==> src/rtl/multiword_add_seq.sv <==
// WIDTH-bit add/subtract by time-sharing one SLICE-bit adder, LS slice first, carry rippled via a register.
// Optional flag outputs (OF/SF/ZF/CF) are built only when SPU_ADD_FLAGS_EN is defined.
module multiword_add_seq #(
  parameter int unsigned WIDTH = 64,
  parameter int unsigned SLICE = 16
) (
  input  logic             clk,
  input  logic             rst_n,
  input  logic             start_valid,
  output logic             start_ready,
  input  logic [WIDTH-1:0] A,
  input  logic [WIDTH-1:0] B,
  input  logic             Sub,
  output logic [WIDTH-1:0] F,
  output logic             Cout,
  output logic             OF,
  output logic             SF,
  output logic             ZF,
  output logic             CF,
  output logic             done_valid,
  input  logic             done_ready,
  output logic             busy
);

  localparam int unsigned NSLICE = WIDTH / SLICE;
  localparam int unsigned IDX_W  = (NSLICE > 1) ? $clog2(NSLICE) : 1;

  localparam logic [1:0] S_IDLE = 2'd0;
  localparam logic [1:0] S_RUN  = 2'd1;
  localparam logic [1:0] S_DONE = 2'd2;

  logic [1:0]       r_state,       w_state_d;
  logic [WIDTH-1:0] r_a,           w_a_d;
  logic [WIDTH-1:0] r_bx,          w_bx_d;
  logic             r_carry,       w_carry_d;
  logic [IDX_W-1:0] r_idx,         w_idx_d;
  logic [WIDTH-1:0] r_f,           w_f_d;
  logic             r_cout,        w_cout_d;
  logic             r_start_ready, w_start_ready_d;
  logic             r_done_valid,  w_done_valid_d;
  logic             r_busy,        w_busy_d;

  logic [SLICE-1:0] w_a_sl;
  logic [SLICE-1:0] w_b_sl;
  logic [SLICE:0]   w_sum;
  logic [WIDTH-1:0] w_f_new;
  logic             w_last;
  logic             w_accept;

  // Operand slice select and the shared slice adder
  always_comb begin
    w_a_sl = '0;
    w_b_sl = '0;
    for (int unsigned k = 0; k < NSLICE; k++) begin
      if (r_idx == IDX_W'(k)) begin
        w_a_sl = r_a[k*SLICE +: SLICE];
        w_b_sl = r_bx[k*SLICE +: SLICE];
      end
    end
  end

  assign w_sum    = {1'b0, w_a_sl} + {1'b0, w_b_sl} + {{SLICE{1'b0}}, r_carry};
  assign w_last   = (r_idx == IDX_W'(NSLICE - 1));
  assign w_accept = start_valid & r_start_ready;

  // Result register with the current slice written in place
  always_comb begin
    w_f_new = r_f;
    for (int unsigned k = 0; k < NSLICE; k++) begin
      if (r_idx == IDX_W'(k)) begin
        w_f_new[k*SLICE +: SLICE] = w_sum[SLICE-1:0];
      end
    end
  end

  // Next-state and registered-output logic
  always_comb begin
    w_state_d = r_state;
    w_a_d     = r_a;
    w_bx_d    = r_bx;
    w_carry_d = r_carry;
    w_idx_d   = r_idx;
    w_f_d     = r_f;
    w_cout_d  = r_cout;
    case (r_state)
      S_IDLE: begin
        if (w_accept) begin
          w_a_d     = A;
          w_bx_d    = Sub ? ~B : B;
          w_carry_d = Sub;
          w_idx_d   = '0;
          w_state_d = S_RUN;
        end
      end
      S_RUN: begin
        w_f_d     = w_f_new;
        w_carry_d = w_sum[SLICE];
        w_idx_d   = r_idx + IDX_W'(1);
        if (w_last) begin
          w_cout_d  = w_sum[SLICE];
          w_state_d = S_DONE;
        end
      end
      S_DONE: begin
        if (done_ready) begin
          w_state_d = S_IDLE;
        end
      end
      default: w_state_d = S_IDLE;
    endcase
    w_start_ready_d = (w_state_d == S_IDLE);
    w_done_valid_d  = (w_state_d == S_DONE);
    w_busy_d        = (w_state_d != S_IDLE);
  end

  always_ff @(posedge clk or negedge rst_n) begin
    if (!rst_n) begin
      r_state       <= S_IDLE;
      r_a           <= '0;
      r_bx          <= '0;
      r_carry       <= 1'b0;
      r_idx         <= '0;
      r_f           <= '0;
      r_cout        <= 1'b0;
      r_start_ready <= 1'b0;
      r_done_valid  <= 1'b0;
      r_busy        <= 1'b0;
    end else begin
      r_state       <= w_state_d;
      r_a           <= w_a_d;
      r_bx          <= w_bx_d;
      r_carry       <= w_carry_d;
      r_idx         <= w_idx_d;
      r_f           <= w_f_d;
      r_cout        <= w_cout_d;
      r_start_ready <= w_start_ready_d;
      r_done_valid  <= w_done_valid_d;
      r_busy        <= w_busy_d;
    end
  end

`ifdef SPU_ADD_FLAGS_EN
  logic r_sub, w_sub_d;
  logic r_of,  w_of_d;
  logic r_sf,  w_sf_d;
  logic r_zf,  w_zf_d;
  logic r_cf,  w_cf_d;

  // Flags are captured only on the final slice, alongside Cout
  always_comb begin
    w_sub_d = r_sub;
    w_of_d  = r_of;
    w_sf_d  = r_sf;
    w_zf_d  = r_zf;
    w_cf_d  = r_cf;
    if ((r_state == S_IDLE) && w_accept) begin
      w_sub_d = Sub;
    end
    if ((r_state == S_RUN) && w_last) begin
      w_of_d = (r_a[WIDTH-1] == r_bx[WIDTH-1]) & (w_sum[SLICE-1] != r_a[WIDTH-1]);
      w_sf_d = w_sum[SLICE-1];
      w_zf_d = (w_f_new == '0);
      w_cf_d = w_sum[SLICE] ^ r_sub;
    end
  end

  always_ff @(posedge clk or negedge rst_n) begin
    if (!rst_n) begin
      r_sub <= 1'b0;
      r_of  <= 1'b0;
      r_sf  <= 1'b0;
      r_zf  <= 1'b0;
      r_cf  <= 1'b0;
    end else begin
      r_sub <= w_sub_d;
      r_of  <= w_of_d;
      r_sf  <= w_sf_d;
      r_zf  <= w_zf_d;
      r_cf  <= w_cf_d;
    end
  end

  assign OF = r_of;
  assign SF = r_sf;
  assign ZF = r_zf;
  assign CF = r_cf;
`else
  assign OF = 1'b0;
  assign SF = 1'b0;
  assign ZF = 1'b0;
  assign CF = 1'b0;
`endif

  assign start_ready = r_start_ready;
  assign done_valid  = r_done_valid;
  assign busy        = r_busy;
  assign F           = r_f;
  assign Cout        = r_cout;

endmodule

==> config.mk <==
export PLATFORM = sky130hd
export DESIGN_NAME = multiword_add_seq
export DESIGN_NICKNAME = d
export VERILOG_FILES = /design/src/rtl/multiword_add_seq.sv
export SDC_FILE = /design/constraint.sdc
export NUM_CORES = 1
export LEC_CHECK = 0
export ABC_AREA = 1
export BUFFER_PORTS_ARGS = -buffer_cell sky130_fd_sc_hd__buf_2
export CORE_UTILIZATION = 45
export DETAILED_ROUTE_END_ITERATION = 12
export MAX_ROUTING_LAYER = met4
export PLACE_DENSITY = 0.71
export SETUP_SLACK_MARGIN = 0.02
export SLEW_MARGIN = 20
export SYNTH_ARGS = -nofsm -noshare
export SYNTH_HDL_FRONTEND = slang
export SYNTH_SLANG_ARGS = --single-unit
export TNS_END_PERCENT = 1
==> constraint.sdc <==
create_clock -name clk -period 6.3 [get_ports clk]
set_clock_uncertainty 0.05 [all_clocks]
set_input_delay 0.63 -clock clk [delete_from_list [all_inputs] [get_ports clk]]
set_output_delay 0.63 -clock clk [all_outputs]
set_load 0.01 [all_outputs]
# After elaboration in Yosys (flattened, before gate mapping)
# Index checks and enable logic that the tools add are counted.
[word_totals]
ff_bits = 201
input_bits = 133
word_cells = 53
[classes]
addsub = 3
eq_ne = 7
mux = 17
bitwise = 2
reduce_logical = 11
[ops]
columns = ["cell", "count"]
rows = [
  ["two-way mux 16 bit", 8],
  ["two-way mux 64 bit", 1],
  ["NOT 64 bit", 1],
  ["adder 16 x 16 -> 17 bit", 1],
  ["adder 17 x 1 -> 17 bit", 1],
  ["AND reduction 2 bit", 6],
  ["equality test 2 bit, second input constant", 4],
  ["two-way mux 2 bit", 4],
  ["logical NOT 2 bit", 3],
  ["one-hot mux 2 bit (3 select lines)", 1],
  ["equality test 2 x 1 -> 1 bit, second input constant", 2],
  ["one-hot mux 2 bit (2 select lines)", 1],
  ["nonzero test 2 bit", 2],
  ["adder 2 x 1 -> 2 bit, second input constant", 1],
  ["!= test 2 bit, second input constant", 1],
  ["one-hot mux 1 bit (2 select lines)", 1],
  ["bitwise AND 1 bit", 1],
  ["two-way mux 1 bit", 1],
]

# Logic depth before layout (Yosys ltp)
# Gate-level depths: netlist of run 1.
[depth]
depth_word = 8
depth_mapped = 21

# Least setup slack after synthesis of run 1
# OpenSTA, ideal clock, no wires.
[synth_path]
path_type = "register -> register"
start = "register r_idx[0]"
end = "register r_f[12], in the netlist F[12]"
t_arrival_ns = 2.852
required_ns = 6.132
slack_ns = 3.280
stages_incl_launch_ff = 18
n_path_buf = 2
period_less_slack_ns = 3.020
cell_sequence = "dfrtp_1 -> inv_1 -> ha_1 -> buf_2 -> buf_1 -> a21oi_1 -> o21ai_0 -> o21ai_0 -> fa_1 -> fa_1 -> inv_1 -> nand3_1 -> nand3_1 -> nand3_1 -> nand3_1 -> nand2_1 -> nand3_1 -> nand2_1"
[synth_via]
elab_chain_len = 7
elab_cells_between_ends = 15
cone_classes = "add/sub: 2; eq/ne: 3; mux: 8; reduce/logical: 2"
[synth_lines]
columns = ["element", "line", "rtl"]
rows = [
  ["start: declaration", "36", "logic [IDX_W-1:0] r_idx, w_idx_d;"],
  ["start signal: assignment", "133", "r_idx <= w_idx_d;"],
  ["logical NOT 2 bit", "55, 70", ""],
  ["two-way mux 16 bit (4 in series)", "55", "if (r_idx == IDX_W'(k)) begin"],
  ["adder 16 x 16 -> 17 bit", "62", "assign w_sum = {1'b0, w_a_sl} + {1'b0, w_b_sl} + {{SLICE{1'b0}}, r_carry};"],
  ["adder 17 x 1 -> 17 bit", "62", ""],
  ["end signal: assignment", "134", "r_f <= w_f_d;"],
  ["end: declaration", "37", "logic [WIDTH-1:0] r_f, w_f_d;"],
]
# Parallel ways exist; a longest one is shown, timed or not.
# A chain may end at the register's enable or synchronous reset.

# Worst setup path in the final report of run 1
[layout_path]
start = "register r_idx[1]"
end = "register r_f[44], in the netlist F[44]"
[layout_via]
elab_chain_len = 7
elab_cells_between_ends = 15
cone_classes = "add/sub: 2; eq/ne: 3; mux: 8; reduce/logical: 2"
[layout_lines]
columns = ["element", "line"]
rows = [
  ["logical NOT 2 bit", "55"],
  ["two-way mux 16 bit (4 in series)", "55"],
  ["adder 16 x 16 -> 17 bit", "62"],
  ["adder 17 x 1 -> 17 bit", "62"],
]
# Parallel ways exist; a longest one is shown, timed or not.

==> results of run 1 <==
critical path: stages (launching register included):
cell and delay, ns:
dfrtp_1 0.38, inv_1 0.09, ha_1 0.18, buf_4 0.25, nor2_4 0.63, a22oi_1 0.15
nand2_1 0.10, o21ai_0 0.08, nand2_1 0.07, o21ai_0 0.12, fa_1 0.48, fa_1 0.43
inv_1 0.09, nand3_1 0.08, nand3_1 0.14, nand3_1 0.11, nand3_1 0.10, nand2_1 0.10
nand3_1 0.10, nand2_1 0.06
synthesized netlist by cell type (12+ instances only):
library cell	number	area, um2
clkbuf_1	12	45.0
a21oi_1	66	330
o21ai_1	29	145
inv_2	16	60.1
nand2_1	503	1890
buf_4	13	97.6
ha_1	19	238
o21ai_0	70	350
inv_1	45	169
nand3_1	44	220
a22o_1	15	131
buf_2	33	165
dfrtp_1	201	5030
xnor2_1	68	596
nor2_1	41	154
power breakdown:
group	switching [mW]	internal, mW
Combinational	2.47	1.24
Clock	0.513	0.761
Sequential	0.355	1.89
Total	3.34	3.89
area by class of cell:
type | instances | area, um2 | area share (%)
well taps | 280 | 350 | 2.96
flip-flops and latches | 201 | 5030 | 42.5
repair buffers | 207 | 1080 | 9.16
clock buffers | 30 | 611 | 5.16
clock inverters | 8 | 106 | 0.899
multi-input cells | 900 | 4430 | 37.4
inverters | 61 | 229 | 1.93
per-stage QoR:
stage / area (um2) / setup WS (ns) / hold WS (ns) / std cells
floorplan: 10100 / 3.28 / 0.284 / 1232
global placement: 11100 / 2.58 / 0.409 / 1648
detailed placement: 11100 / 2.39 / 0.412 / 1648
CTS: 11800 / 2.35 / 0.249 / 1686
global route: 11800 / 2.06 / 0.0190 / 1687
finish: 11800 / 2.35 / 0.00149 / 1687
logic make-up (layout without fill, tap and decap cells):
kind of cell | count (synthesis) | in the layout | synth area share (%)
simple gates | 612 | 612 | 24.3
xor+xnor | 69 | 69 | 6.07
fa+ha+maj | 21 | 21 | 2.76
other cells | 1 | 4 | 0.0372
compound gates | 194 | 194 | 10.6
buf+inv | 131 | 306 | 6.33
flops | 201 | 201 | 49.9
state kept, by name (all words and copies together), names as in the netlist:
register,count
busy,1
F,64
r_state,2
start_ready,1
r_a,64
Cout,1
r_idx,2
r_carry,1
r_bx,64
done_valid,1
worst paths after layout:
check                      endpoint  slack [ns]  cells after the start
max reg2reg                   F[44]        2.35                     19
max                           F[44]        2.35                     19
max in group asynchronous   r_a[63]        4.96                      3
min in group clk             r_a[8]        0.26                      3
min                           F[39]       0.001                      1
min reg2reg                   F[21]        0.42                      2
metal layers:
layer | track usage [%] | wire length (um)
met2 | 35.2 | 11200
met5 | - | 0
met3 | 3.62 | 1970
met4 | 6.63 | 639
met1 | 34.4 | 12200
==> out/metrics.yaml, run 1 <==
cts:
  root_buffer: "clkbuf_16"
  clkLatencyLatePin_ns: 0.51
  post_cts_resized: 0
  cts_sinks: 201
  numCtsBuffers: 22
  cts_buffer_depth: 3
  postCtsHoldBufs: 0
  cts_tree: "done"
  clk_pin_slew_ns: 0.06
  htreeDepth: 1
  cts_setup_buffers: 0
global_route:
  antenna_found_initial: 0
  grt.overflow.total: 0
  grt_pass1_vias: 8035
  track_usage_pct: 23.9
  grt_pass1_wl_mm: 41.5
  grt_max_degree: 127
floorplanning:
  die_x_um: 152
  initial_core_util_pct: 46.0
  coreArea_um2: 21900
  dieArea_um2: 23000
  io_pins: 205
  dieHeight_um: 152
  rows: 54
drt:
  drt-total-wl_mm: 26.0
  vias: 8537
  firstDrtPassIters: 5
  drtAntennaViolNets: 0
  routed_via_density: 5.06
  drt_iter0_drc: 740
  routedWlPerCell_um: 15.4
  drc: 0
sta:
  min_period_ns: 3.95
  rsz0062_at_grt: "false"
  tightest_slew_ns: 0.979
  finalHoldViolCount: 0
  slew_viol_final: 0
  tns_ns: 0
  setup_violations: 0
  relSlewSlack_pct: 34.7
  finalCritPeriodShare_pct: 62.7
  max_freq_mhz: 253
critical_path:
  cp_max_fo: 34
  cp-start-kind: "flip-flop"
  rr_startpoint: "r_idx[1]"
  endpoint_kind: "flip-flop"
  crit_type: "flip-flop to flip-flop"
  worstPathRequired_ns: 6.63
  startpoint: "r_idx[1]"
  arrival_ns: 4.28
power:
  total_power_mw: 7.24
  powerDensity_nw_per_um2: 611
  peakVddDrop_v: 0.000260
  p_leak_nw: 6.28
finish:
  finalCoreUtilization_pct: 54.1
  final_nets: 1547
  syn2layout_area_growth_pct: 17.5
  num-fill-cells: 2049
  mostFrequentLayoutCells: "nand2_1, dfrtp_1, buf_2"
  layout-drive-gt1-share_pct: 19.5
  mostFrequentLayoutCell: "nand2_1"
  insertedDiodeCount: 0
run_status:
  outcome: "finished clean"
placement:
  io_buffers: 200
  hpwl_mm: 18.7
  globalplace.congestion: 0.878
synth:
  ys_warn_count: 0
  synthArstFlopShare_pct: 100
  synthDistinctLibCells: 35
  syn_avg_cell_area_um2: 8.20
  synthesis.instances: 1229
  synth_edf_count: 0
  yosysSeqAreaShare_pct: 49.9
  synth-seq-cells: 201
  ys.flop_type: "dfrtp_1"
  synth_area_um2: 10100
worst_hold_path:
  min_path_type: "primary input to asynchronous set/reset pin"
job:
  max_cap_violations: 0
Power figures use the tool's default switching activity.
==> inputs of run 2 (changes only) <==
PLACE_DENSITY = 0.74   (was 0.71)
clock period = 3.48 ns   (was 6.3 ns; I/O delays follow)
==> run 2 against run 1 <==
Effect of this change:
- global-route usage increased by 0.48 points
- sequential power increased by 80%
- flip-flop and latch count unchanged
- largest cell class unchanged
- final cell count increased by 2.4%
- fmax increased by 24%
- critical endpoint is now F[30]
- non-clock buffer count increased by 47
- utilization increased by 1.8 points
==> out/metrics.yaml, run 2 (same netlist as run 1, synthesis figures left out) <==
floorplanning:
  io_pins: 205
  coreArea_um2: 21900
  die_x_um: 152
  dieHeight_um: 152
  rows: 54
  initial_core_util_pct: 46.0
  dieArea_um2: 23000
power:
  powerDensity_nw_per_um2: 1080
  total_power_mw: 13.2
  p_leak_nw: 6.45
  peakVddDrop_v: 0.000713
job:
  max_cap_violations: 0
global_route:
  antenna_found_initial: 0
  track_usage_pct: 24.4
  grt.overflow.total: 0
  grt_pass1_vias: 8138
  grt_pass1_wl_mm: 42.2
  grt_max_degree: 104
worst_hold_path:
  min_path_type: "primary input to flip-flop"
sta:
  finalWorstSetupSlack_ns: 0.282
  finalCritPeriodShare_pct: 91.9
  setup_violations: 0
  min_period_ns: 3.20
  rsz0062_at_grt: "true"
  max_freq_mhz: 313
  finalHoldViolCount: 0
  tightest_slew_ns: 0.962
  relSlewSlack_pct: 35.9
  slew_viol_final: 0
placement:
  place_ws_ns: 0.242
  placedCellCount: 1661
  hpwl_mm: 19.1
  io_buffers: 200
  globalplace.congestion: 0.910
  placed_cell_area_um2: 11200
cts:
  numCtsBuffers: 21
  htreeDepth: 1
  cts_sinks: 201
  root_buffer: "clkbuf_16"
  cts_tree: "done"
  clkLatencyLatePin_ns: 0.50
  cts_buffer_depth: 3
  clk_pin_slew_ns: 0.06
finish:
  layoutNonFillerInstCount: 1728
  num-fill-cells: 2021
  fin_area_um2: 12200
  layout-drive-gt1-share_pct: 20.1
  insertedDiodeCount: 0
  mostFrequentLayoutCells: "nand2_1, dfrtp_1, buf_2"
  final_nets: 1593
  syn2layout_area_growth_pct: 21.3
  finalCoreUtilization_pct: 55.8
  mostFrequentLayoutCell: "nand2_1"
critical_path:
  worstPathRequired_ns: 3.86
  cp-start-kind: "flip-flop"
  cp_max_fo: 24
  endpoint_kind: "flip-flop"
  crit_type: "flip-flop to flip-flop"
  arrival_ns: 3.58
drt:
  drc: 0
  drt-total-wl_mm: 26.8
  vias: 8730
  drtAntennaViolNets: 0
  routedWlPerCell_um: 15.5
  drt_iter0_drc: 527
  routed_via_density: 5.05
  firstDrtPassIters: 7
run_status:
  outcome: "finished clean"
## run 2: cell types whose count changed in the layout (fill, tap and decap cells not counted), sizes merged
cell	before	now
inv	61	62
buf	206	219
dlygate4sd3	0	34
clkinv	4	0
clkbuf	31	32
clkinvlp	2	0
bufinv	2	0
## run 2: through the flow
step | hold WS (ns) | TNS [ns]
floorplan | 0.00241 | 0
global placement | 0.377 | 0
detailed placement | 0.377 | 0
CTS | 0.000519 | 0
global route | 0.00610 | -0.00710
finish | 0.0122 | 0
## run 2: worst paths after layout
path / depth (start not counted) / slack [ns] / start / end
max: 20 / 0.28 / r_idx[0] / F[30]
min in group asynchronous: 2 / 0.38 / rst_n / F[33]
min: 3 / 0.01 / A[30] / r_a[30]
max in group asynchronous: 3 / 2.14 / rst_n / F[27]
min reg2reg: 2 / 0.42 / F[9] / F[9]
max reg2reg: 20 / 0.28 / r_idx[0] / F[30]
## run 2: critical path, cell delays in order, from the launching register on
cell	delay, ns
dfrtp_1	0.40
inv_1	0.12
ha_1	0.15
inv_1	0.08
nor2_4	0.13
buf_4	0.17
buf_12	0.17
nand2_1	0.06
a21oi_1	0.17
a21oi_1	0.08
a21oi_1	0.24
ha_1	0.35
nand2_1	0.09
nand2_1	0.09
nand2_1	0.07
nand2_1	0.07
a21oi_1	0.22
nand2_1	0.07
nand2_1	0.13
nand3_1	0.11
nand2_1	0.07
## run 2: power breakdown
part,switching (mW),internal (mW)
sequential,0.625,3.43
clock,0.871,1.21
combinational,4.62,2.42
## run 2: cell type report
| type | instances | area [um2] | share of cell area [%] |
|---|---|---|---|
| inverter | 61 | 229 | 1.87 |
| sequential | 201 | 5030 | 41.1 |
| multi-input combinational | 900 | 4460 | 36.5 |
| tap | 280 | 350 | 2.87 |
| clock buffer | 31 | 613 | 5.01 |
| clock inverter | 1 | 8.76 | 0.0716 |
| timing repair buffer | 254 | 1530 | 12.5 |
## run 2: repair_timing
item	in CTS	in global routing
buffers inserted	0	1
setup endpoints to repair	0	29
hold buffers	34	0
resized for setup	0	12
hold endpoints to repair	117	0
## run 2: routing by layer
metal	vias to the layer above	global-route usage [%]	share of wire, %
li1	4312	-	-
met1	4031	35.0	47
met2	339	36.3	44
met3	48	3.17	6.1
met4	0	6.88	2.6
met5	-	-	0
==> inputs of run 3 (changes only) <==
CTS_BUF_LIST = sky130_fd_sc_hd__clkbuf_4 sky130_fd_sc_hd__clkbuf_8   (was unset)
==> run 3 against run 2 <==
Effect of this change:
- worst setup slack got worse by 0.018 ns
- flip-flop and latch count unchanged
- fmax shrank 0.57%
- sequential share of layout area down 0.87 points
- register-to-register slack got worse by 0.02 ns
- final cell count grew 2.7%
- non-clock buffer count grew 19
- clock-buffer cell count increased by 24
- die area unchanged
- wire length grew 2.2%
- sequential power about the same
- critical path type unchanged
- critical endpoint is now F[59]
- largest cell class unchanged
==> out/metrics.yaml, run 3 (same netlist as run 1, synthesis figures left out) <==
critical_path:
  cp_max_fo: 24
  cp-start-kind: "flip-flop"
  worstPathRequired_ns: 3.87
  arrival_ns: 3.61
  crit_type: "flip-flop to flip-flop"
  endpoint_kind: "flip-flop"
sta:
  finalCritPeriodShare_pct: 92.4
  slew_viol_final: 0
  tightest_slew_ns: 0.957
  max_freq_mhz: 311
  rsz0062_at_grt: "true"
  setup_violations: 0
  finalWorstSetupSlack_ns: 0.263
  relSlewSlack_pct: 36.2
  finalHoldViolCount: 0
  tns_ns: 0
  min_period_ns: 3.22
drt:
  routed_via_density: 5.06
  routedWlPerCell_um: 15.5
  drt_iter0_drc: 699
  firstDrtPassIters: 5
  drc: 0
  drtAntennaViolNets: 0
  vias: 8968
  drt-total-wl_mm: 27.4
finish:
  mostFrequentLayoutCell: "nand2_1"
  finalCoreUtilization_pct: 57.1
  insertedDiodeCount: 0
  layout-drive-gt1-share_pct: 21.2
  final_nets: 1626
  syn2layout_area_growth_pct: 24.0
  mostFrequentLayoutCells: "nand2_1, dfrtp_1, buf_2"
cts:
  clkLatencyLatePin_ns: 0.51
  cts_sinks: 201
  clk_pin_slew_ns: 0.06
  root_buffer: "clkbuf_8"
  htreeDepth: 2
  cts_buffer_depth: 3
  cts_tree: "done"
  numCtsBuffers: 35
global_route:
  grt_max_degree: 104
  track_usage_pct: 25.3
  grt_pass1_vias: 8455
  grt.overflow.total: 0
  antenna_found_initial: 0
  grt_pass1_wl_mm: 43.5
power:
  p_leak_nw: 6.61
  powerDensity_nw_per_um2: 1060
  peakVddDrop_v: 0.000505
  total_power_mw: 13.3
job:
  max_cap_violations: 0
floorplanning:
  coreArea_um2: 21900
  die_x_um: 152
  initial_core_util_pct: 46.0
  dieHeight_um: 152
  io_pins: 205
  dieArea_um2: 23000
  rows: 54
placement:
  place_ws_ns: 0.242
  globalplace.congestion: 0.910
  hpwl_mm: 19.1
  io_buffers: 200
run_status:
  outcome: "finished clean"
worst_hold_path:
  min_path_type: "primary input to flip-flop"
==> run 3: changes by cell type in the layout (fill, tap and decap cells not counted), sizes merged <==
cell         delta
dlygate4sd3    +19
clkbuf         +24
clkinv          +3
clkinvlp        +1
inv             -1
==> run 3: worst max-delay path, stage by stage, from the launching register on <==
cell     delay [ns]
dfrtp_1        0.41
inv_1          0.12
ha_1           0.16
inv_1          0.08
nor2_4         0.13
buf_4          0.17
buf_12         0.17
nand2_1        0.07
a21oi_1        0.12
a21oi_1        0.08
a21oi_1        0.23
ha_1           0.35
nand2_1        0.14
inv_2          0.05
a21oi_1        0.17
nand2_2        0.11
nand2_1        0.13
nand2_1        0.07
nand2_1        0.16
nand3_1        0.10
nand2_1        0.08
==> run 3: per-stage QoR <==
| stage | hold slack, ns | cells | cell area, um2 |
|---|---|---|---|
| after global routing | 0.0112 | 1774 | 12500 |
| final | 0.0179 | 1774 | 12500 |
| after global placement | 0.377 | 1661 | 11200 |
| after detailed placement | 0.377 | 1661 | 11200 |
| after CTS | 0.000971 | 1773 | 12500 |
| after floorplan | 0.00241 | 1232 | 10100 |
==> run 3: area by class of cell <==
class	count	area [um2]
clock buffers	55	694
clock inverters	4	22.5
fillers	1999	9400
inverters	61	229
multi-input cells	900	4440
flip-flops and latches	201	5030
well taps	280	350
repair buffers	273	1720
==> run 3: metal layers <==
metal	GRT usage [%]	up-vias	wire length (um)
li1	-	4396	-
met2	37.5	364	12200
met4	8.42	0	677
met3	4.34	54	1910
met5	-	-	0
met1	35.1	4154	12600
==> run 3: what timing repair did <==
action,in CTS,in global routing
setup buffers,0,1
hold buffers,53,0
endpoints found under the setup margin,0,26
resized for setup,0,6
hold endpoints to repair,136,0
==> run 3: worst paths after layout <==
kind                            startpoint  endpoint  slack [ns]  cells after the start
min in group asynchronous            rst_n     F[33]        0.37                      2
worst min register to register       F[11]     F[11]        0.43                      2
worst min-delay path                 A[54]   r_a[54]        0.02                      3
worst max register to register    r_idx[0]     F[59]        0.26                     20
max in group asynchronous            rst_n     F[18]        2.16                      3
worst max-delay path              r_idx[0]     F[59]        0.26                     20
==> run 3: power by group <==
group | internal, mW | switching, mW
logic | 2.41 | 4.60
clock network | 1.26 | 0.933
registers | 3.43 | 0.627
